**config.mk**
```make
export PLATFORM = sky130hd
export DESIGN_NAME = pulse_peak_detector
export DESIGN_NICKNAME = d
export VERILOG_FILES = /design/src/rtl/pulse_peak_detector.sv
export SDC_FILE = /design/constraint.sdc
export NUM_CORES = 1
export LEC_CHECK = 0
export ABC_AREA = 1
export ABC_CLOCK_PERIOD_IN_PS = 2050
export BUFFER_PORTS_ARGS = -buffer_cell sky130_fd_sc_hd__buf_2
export CELL_PAD_IN_SITES_DETAIL_PLACEMENT = 2
export CELL_PAD_IN_SITES_GLOBAL_PLACEMENT = 2
export CORE_MARGIN = 5
export CORE_UTILIZATION = 36
export DETAILED_ROUTE_END_ITERATION = 8
export HOLD_SLACK_MARGIN = 0.08
export PLACE_DENSITY = 0.78
export SLEW_MARGIN = 20
export SYNTH_ARGS = -nofsm -noshare
export SYNTH_HDL_FRONTEND = slang
export SYNTH_SLANG_ARGS = --single-unit
export TNS_END_PERCENT = 5
```
**constraint.sdc**
```tcl
create_clock -name clk -period 2.05 [get_ports clk]
set_input_delay 0.1025 -clock clk [delete_from_list [all_inputs] [get_ports clk]]
set_output_delay 0.1025 -clock clk [all_outputs]
set_load 0.03 [all_outputs]
```
**src/rtl/pulse_peak_detector.sv**
```systemverilog
// Turns each qualified above-threshold pulse of the shaped sample stream into
// an {amplitude, peak time, width} record, buffered in a small FWFT FIFO.
module pulse_peak_detector #(
  parameter int unsigned MIN_WIDTH = 3,
  parameter int unsigned DEAD_TIME = 8,
  parameter int unsigned DEPTH     = 4
) (
  input  logic        clk,
  input  logic        rst_n,
  input  logic [7:0]  signal_in,
  input  logic [7:0]  thr,
  input  logic        evt_ready,
  output logic        evt_valid,
  output logic [7:0]  evt_amp,
  output logic [15:0] evt_time,
  output logic [7:0]  evt_width,
  output logic [7:0]  drop_cnt
);

  localparam int unsigned DW = 8;
  localparam int unsigned TW = 16;
  localparam int unsigned AW = $clog2(DEPTH);
  localparam int unsigned CW = AW + 1;

  typedef struct packed {
    logic [DW-1:0] amp;
    logic [TW-1:0] tpk;
    logic [DW-1:0] width;
  } rec_t;

  typedef enum logic [1:0] {IDLE, ABOVE, DEAD} state_t;

  state_t               state_q, state_n;
  logic signed [DW-1:0] thr_q, thr_n;
  logic signed [DW-1:0] max_q, max_n;
  logic [TW-1:0]        ts_q, tmax_q, tmax_n;
  logic [DW-1:0]        width_q, width_n;
  logic [DW-1:0]        dcnt_q, dcnt_n;
  logic signed [DW-1:0] sig_s;
  logic                 push_c;
  rec_t                 rec_c;

  rec_t                 ent_q [DEPTH];
  rec_t                 ent_n [DEPTH];
  logic [CW-1:0]        cnt_q, cnt_n;
  logic [AW-1:0]        wr_idx;
  logic [DW-1:0]        drop_n;
  logic                 pop_c, full_c;

  assign sig_s = $signed(signal_in);
  assign rec_c = {max_q, tmax_q, width_q};

  // Pulse tracking FSM: next state and datapath updates
  always_comb begin
    state_n = state_q;
    thr_n   = thr_q;
    max_n   = max_q;
    tmax_n  = tmax_q;
    width_n = width_q;
    dcnt_n  = dcnt_q;
    push_c  = 1'b0;
    case (state_q)
      IDLE: begin
        thr_n = $signed(thr);
        if (sig_s > $signed(thr)) begin
          state_n = ABOVE;
          max_n   = sig_s;
          tmax_n  = ts_q;
          width_n = DW'(1);
        end
      end
      ABOVE: begin
        if (sig_s > thr_q) begin
          if (width_q != {DW{1'b1}}) width_n = width_q + DW'(1);
          // Strict compare so a flat top keeps the first sample's time
          if (sig_s > max_q) begin
            max_n  = sig_s;
            tmax_n = ts_q;
          end
        end else begin
          push_c = (width_q >= DW'(MIN_WIDTH));
          if (DEAD_TIME != 0) begin
            state_n = DEAD;
            dcnt_n  = DW'(DEAD_TIME);
          end else begin
            state_n = IDLE;
          end
        end
      end
      DEAD: begin
        if (dcnt_q <= DW'(1)) state_n = IDLE;
        else                  dcnt_n  = dcnt_q - DW'(1);
      end
      default: state_n = IDLE;
    endcase
  end

  assign pop_c  = evt_valid & evt_ready;
  assign full_c = (cnt_q == CW'(DEPTH));

  // Shift-register FIFO: entry 0 is the head, unused entries are kept zero
  always_comb begin
    ent_n  = ent_q;
    cnt_n  = cnt_q;
    drop_n = drop_cnt;
    wr_idx = AW'(cnt_q);
    if (pop_c) begin
      for (int unsigned i = 0; i < DEPTH - 1; i++) ent_n[AW'(i)] = ent_q[AW'(i + 1)];
      ent_n[AW'(DEPTH - 1)] = '0;
      cnt_n  = cnt_q - CW'(1);
      wr_idx = AW'(cnt_q - CW'(1));
    end
    if (push_c) begin
      if (pop_c || !full_c) begin
        ent_n[wr_idx] = rec_c;
        cnt_n         = pop_c ? cnt_q : cnt_q + CW'(1);
      end else if (drop_cnt != {DW{1'b1}}) begin
        drop_n = drop_cnt + DW'(1);
      end
    end
  end

  always_ff @(posedge clk or negedge rst_n) begin
    if (!rst_n) begin
      state_q   <= IDLE;
      thr_q     <= '0;
      max_q     <= '0;
      tmax_q    <= '0;
      width_q   <= '0;
      dcnt_q    <= '0;
      ts_q      <= '0;
      cnt_q     <= '0;
      ent_q     <= '{default: '0};
      evt_valid <= 1'b0;
      drop_cnt  <= '0;
    end else begin
      state_q   <= state_n;
      thr_q     <= thr_n;
      max_q     <= max_n;
      tmax_q    <= tmax_n;
      width_q   <= width_n;
      dcnt_q    <= dcnt_n;
      ts_q      <= ts_q + TW'(1);
      cnt_q     <= cnt_n;
      ent_q     <= ent_n;
      evt_valid <= (cnt_n != '0);
      drop_cnt  <= drop_n;
    end
  end

  assign evt_amp   = ent_q[0].amp;
  assign evt_time  = ent_q[0].tpk;
  assign evt_width = ent_q[0].width;

endmodule
```
==> impl_metrics.tcl <==
set metrics [dict create \
    p_int_mw 11.05 \
    final_hold_viol_count 0 \
    synth-seq-area-share 0.3904 \
    critical_path.max_fanout 7 \
    cts-htree-levels 1 \
    maximum_number_of_pins_on_one_net_before_global_route_repair 68 \
    die_w_um 201.5 \
    sequentialPowerShare 0.248 \
    failed_checks "setup timing" \
    area_growth_syn_to_layout_pct 25.89 \
    grt-ovfl-total 0 \
    final_cells 2413 \
    gpl_congestion 0.7618 \
    power.static_leakage_nw 7.365 \
    number_of_global_route_vias_before_repair 14960 \
    syn_inst 1842 \
    endpoint_kind "register" \
    yosys.area.top_type_share 0.3904 \
    clockBufferDepth 3 \
    place.detailed.instances 2322 \
    overall_power_consumption_mw 20.35 \
    crit_required_ns 2.48 \
    detail_route.drc_violations 0 \
    antenna-diode-count 0 \
    timing.critical_path.arrival_ns 2.67 \
    worst_hold_path_class "primary input to asynchronous set/reset pin" \
    post_synth_instance_area_sq_um 13200 \
    initial_utilization 0.3624 \
    net_switching_power_mw 9.302 \
    antenna_found_initial 0 \
    synth.net_count 1893 \
    yosys_cell_types 35 \
    worstSetupPathType "register to register" \
    postSynthRegisterBits 206 \
    power.share.clock 0.244 \
    worst-slew-pin-transition_ns 0.6979 \
    rows 70 \
    placement.setup.worst_slack_ns -0.1552 \
    power.density_cell_area_nw_per_um2 1225 \
    finalSetupViolations 171 \
    totalWireLength_um 55560 \
    route.vias.total 13570 \
    multiInputGateArea_sq_um 7335 \
    worst_setup_path_start_kind "register" \
    run_status "finished, violations left" \
    io_buffers 59 \
    die-height_um 201.5 \
    synth_area_leaders "sky130_fd_sc_hd__dfrtp_1 39%, sky130_fd_sc_hd__nand2_1 18%, sky130_fd_sc_hd__o21ai_0 6.6%" \
    fraction_of_the_cycle_the_final_worst_path_needs 1.091 \
    nets 1978 \
    clock_tree_from_tritoncts "built" \
    wire_per_inst_um 23.02 \
    drt_first_pass_iters 4 \
    max_freq_ghz 0.4473 \
    max-cap-violations 0 \
    regArea_sq_um 5155 \
    clock-root-buffer "sky130_fd_sc_hd__clkbuf_16" \
    grt_pass1_wl_um 79170 \
    layout_cell_share_with_drive_strength_beyond_1 0.1938 \
    design.die.area_sq_um 40610 \
    syn-mean-instance-area_sq_um 7.168 \
    irDropWorstVdd_uv 700.1 \
    coreArea_sq_um 36430 \
    ioPinCount 60 \
    final_antenna_net_count 0 \
    final_period_minus_worst_setup_slack_ns 2.236 \
    detailedPlacementHpwl_um 29370 \
    groute.usage.overall 0.2338 \
    ys.warnings.count 0 \
    power_share_of_the_combinational_group 0.507 \
    rsz0062_at_grt "true" \
    setup-tns-final_ns -17.84 \
    post-route-worst-setup-slack_ns -0.1858 \
    number_of_sinks_on_the_clock_net 206 \
    numCtsBuffers 27 \
    swShare 0.4570 \
    max_slew_vio_count 0 \
    max_slew_margin 0.5298 \
    final_core_util 0.4562 \
    fillers 4055 \
    first_iter_violations 508 \
    clkSlewWorstSetupHoldPaths_ns 0.07 \
    yosysTopAreaCell "sky130_fd_sc_hd__dfrtp_1" \
    routed_via_density 5.622 \
    worst_case_clock_skew_ns 0.02053 \
    worstSkewPairLatency_ns 0.57 \
]
final timing paths:
kind | cells past startpoint | slack, ns | endpoint | start
setup / recovery | 12 | -0.19 | ent_q[33]$_DFF_PN0_ | thr_q[5]$_DFFE_PN0P_
hold / removal | 3 | 0.18 | ent_q[94]$_DFF_PN0_ | rst_n
setup reg to reg | 12 | -0.19 | ent_q[33]$_DFF_PN0_ | thr_q[5]$_DFFE_PN0P_
hold reg to reg | 2 | 0.48 | tmax_q[13]$_DFFE_PN0P_ | tmax_q[13]$_DFFE_PN0P_
max in group asynchronous | 3 | 1.45 | width_q[6]$_DFFE_PN0P_ | rst_n
min in group clk | 4 | 0.31 | thr_q[2]$_DFFE_PN0P_ | thr[2]
state kept, by name, indices dropped and copies added, names as in the netlist:
register / count
cnt_q: 3
ts_q: 16
state_q: 2
evt_amp: 8
dcnt_q: 8
evt_time: 16
evt_width: 8
ent_q: 96
drop_cnt: 8
thr_q: 8
tmax_q: 16
max_q: 8
evt_valid: 1
width_q: 8
repair_timing:
action                     in CTS  in global routing
setup endpoints to repair     178                180
pin swaps                       5                 16
hold endpoints to repair      222                  0
hold buffers                   18                  0
buffers inserted                7                  4
resized for setup              45                141
cloned                          3                 12
cells in the final DEF (no fill, tap or decap), drive strengths merged:
cell / Yosys / layout
nor3b: 1 / 1
dfrtp: 206 / 206
o21bai: 10 / 10
o21ai: 308 / 308
bufinv: 0 / 2
clkinv: 0 / 2
xnor2: 8 / 8
nor3: 8 / 8
xor2: 18 / 18
inv: 138 / 138
o31ai: 1 / 1
dlygate4sd3: 0 / 17
ha: 32 / 32
nand2: 628 / 628
a21o: 1 / 1
buf: 105 / 168
nand4: 44 / 44
mux2i: 66 / 66
clkbuf: 34 / 53
mux2: 1 / 1
nand3: 30 / 30
a21oi: 133 / 133
a211oi: 1 / 1
nor4: 1 / 1
nor2: 68 / 68
critical path, cell delays in order (launching register included):
cell	delay [ns]
sky130_fd_sc_hd__dfrtp_1	0.37
sky130_fd_sc_hd__inv_2	0.07
sky130_fd_sc_hd__ha_4	0.29
sky130_fd_sc_hd__nand2_2	0.08
sky130_fd_sc_hd__nor2_4	0.18
sky130_fd_sc_hd__nand4_1	0.19
sky130_fd_sc_hd__nand3_4	0.16
sky130_fd_sc_hd__nand3_4	0.11
sky130_fd_sc_hd__buf_12	0.18
sky130_fd_sc_hd__buf_12	0.15
sky130_fd_sc_hd__buf_6	0.14
sky130_fd_sc_hd__nand2_1	0.10
sky130_fd_sc_hd__o21ai_1	0.10
final cells by class:
class	instances	area share
multi-input combinational	1359	0.4412
sequential	206	0.3101
timing repair buffer	195	0.1291
clock buffer	43	0.04848
tap	468	0.03523
inverter	138	0.03139
clock inverter	4	0.004441
cell families after synthesis:
kind of cell / Yosys count / synth area share
flip-flops: 206 / 0.3904
multiplexers: 67 / 0.05089
XOR/XNOR: 26 / 0.01782
AND/OR/NAND/NOR: 780 / 0.2391
AO/OA/AOI/OAI: 454 / 0.1748
adder cells (fa/ha/maj): 32 / 0.03032
buffers and inverters: 277 / 0.09665
metrics by stage:
stage | area [sq um] | hold WS [ns]
4_1_cts | 15850 | 0.1865
3_5_place_dp | 14450 | 0.04567
6_report | 16620 | 0.1825
2_1_floorplan | 13200 | -0.1931
5_1_grt | 16620 | 0.2008
3_3_place_gp | 14450 | 0.03953
synthesized netlist by cell type:
| cell type | count |
|---|---|
| sky130_fd_sc_hd__o21ai_2 | 1 |
| sky130_fd_sc_hd__clkbuf_1 | 34 |
| sky130_fd_sc_hd__nand3_4 | 2 |
| sky130_fd_sc_hd__xor2_2 | 1 |
| sky130_fd_sc_hd__buf_2 | 57 |
| sky130_fd_sc_hd__buf_4 | 42 |
| sky130_fd_sc_hd__nor2_4 | 1 |
| sky130_fd_sc_hd__inv_2 | 6 |
| sky130_fd_sc_hd__nand2_4 | 1 |
| sky130_fd_sc_hd__nor2_2 | 3 |
| sky130_fd_sc_hd__xor2_1 | 17 |
| sky130_fd_sc_hd__o21bai_1 | 10 |
| sky130_fd_sc_hd__a21o_1 | 1 |
| sky130_fd_sc_hd__ha_1 | 32 |
| sky130_fd_sc_hd__o21ai_1 | 132 |
| sky130_fd_sc_hd__nor3b_1 | 1 |
| sky130_fd_sc_hd__buf_6 | 1 |
| sky130_fd_sc_hd__xnor2_1 | 8 |
| sky130_fd_sc_hd__mux2_2 | 1 |
| sky130_fd_sc_hd__o21ai_0 | 175 |
| sky130_fd_sc_hd__mux2i_1 | 66 |
| sky130_fd_sc_hd__o31ai_1 | 1 |
| sky130_fd_sc_hd__nand3_1 | 27 |
| sky130_fd_sc_hd__a21oi_1 | 133 |
| sky130_fd_sc_hd__a211oi_1 | 1 |
| sky130_fd_sc_hd__dfrtp_1 | 206 |
| sky130_fd_sc_hd__nor2_1 | 64 |
| sky130_fd_sc_hd__nor3_1 | 8 |
| sky130_fd_sc_hd__nand4_1 | 44 |
| sky130_fd_sc_hd__nand2_2 | 5 |
| sky130_fd_sc_hd__buf_1 | 5 |
| sky130_fd_sc_hd__inv_1 | 132 |
| sky130_fd_sc_hd__nor4_1 | 1 |
| sky130_fd_sc_hd__nand3_2 | 1 |
| sky130_fd_sc_hd__nand2_1 | 622 |
power by group through the flow:
stage / logic [mW] / clock network (mW) / registers [mW]
finish: 10.3 / 4.97 / 5.06
global route: 11.0 / 5.21 / 5.12
CTS: 8.82 / 4.99 / 4.99
detailed placement: 8.36 / 0 / 5.04
global placement: 7.92 / 0 / 5.00
floorplan: 5.16 / 0 / 4.96
routing by layer:
metal,track usage,wire (um)
met1,0.2842,22800
met2,0.4390,29090
met3,0.02836,1701
met4,0.05664,1967
met5,0.001190,0
(Power assumes the default switching activity.)
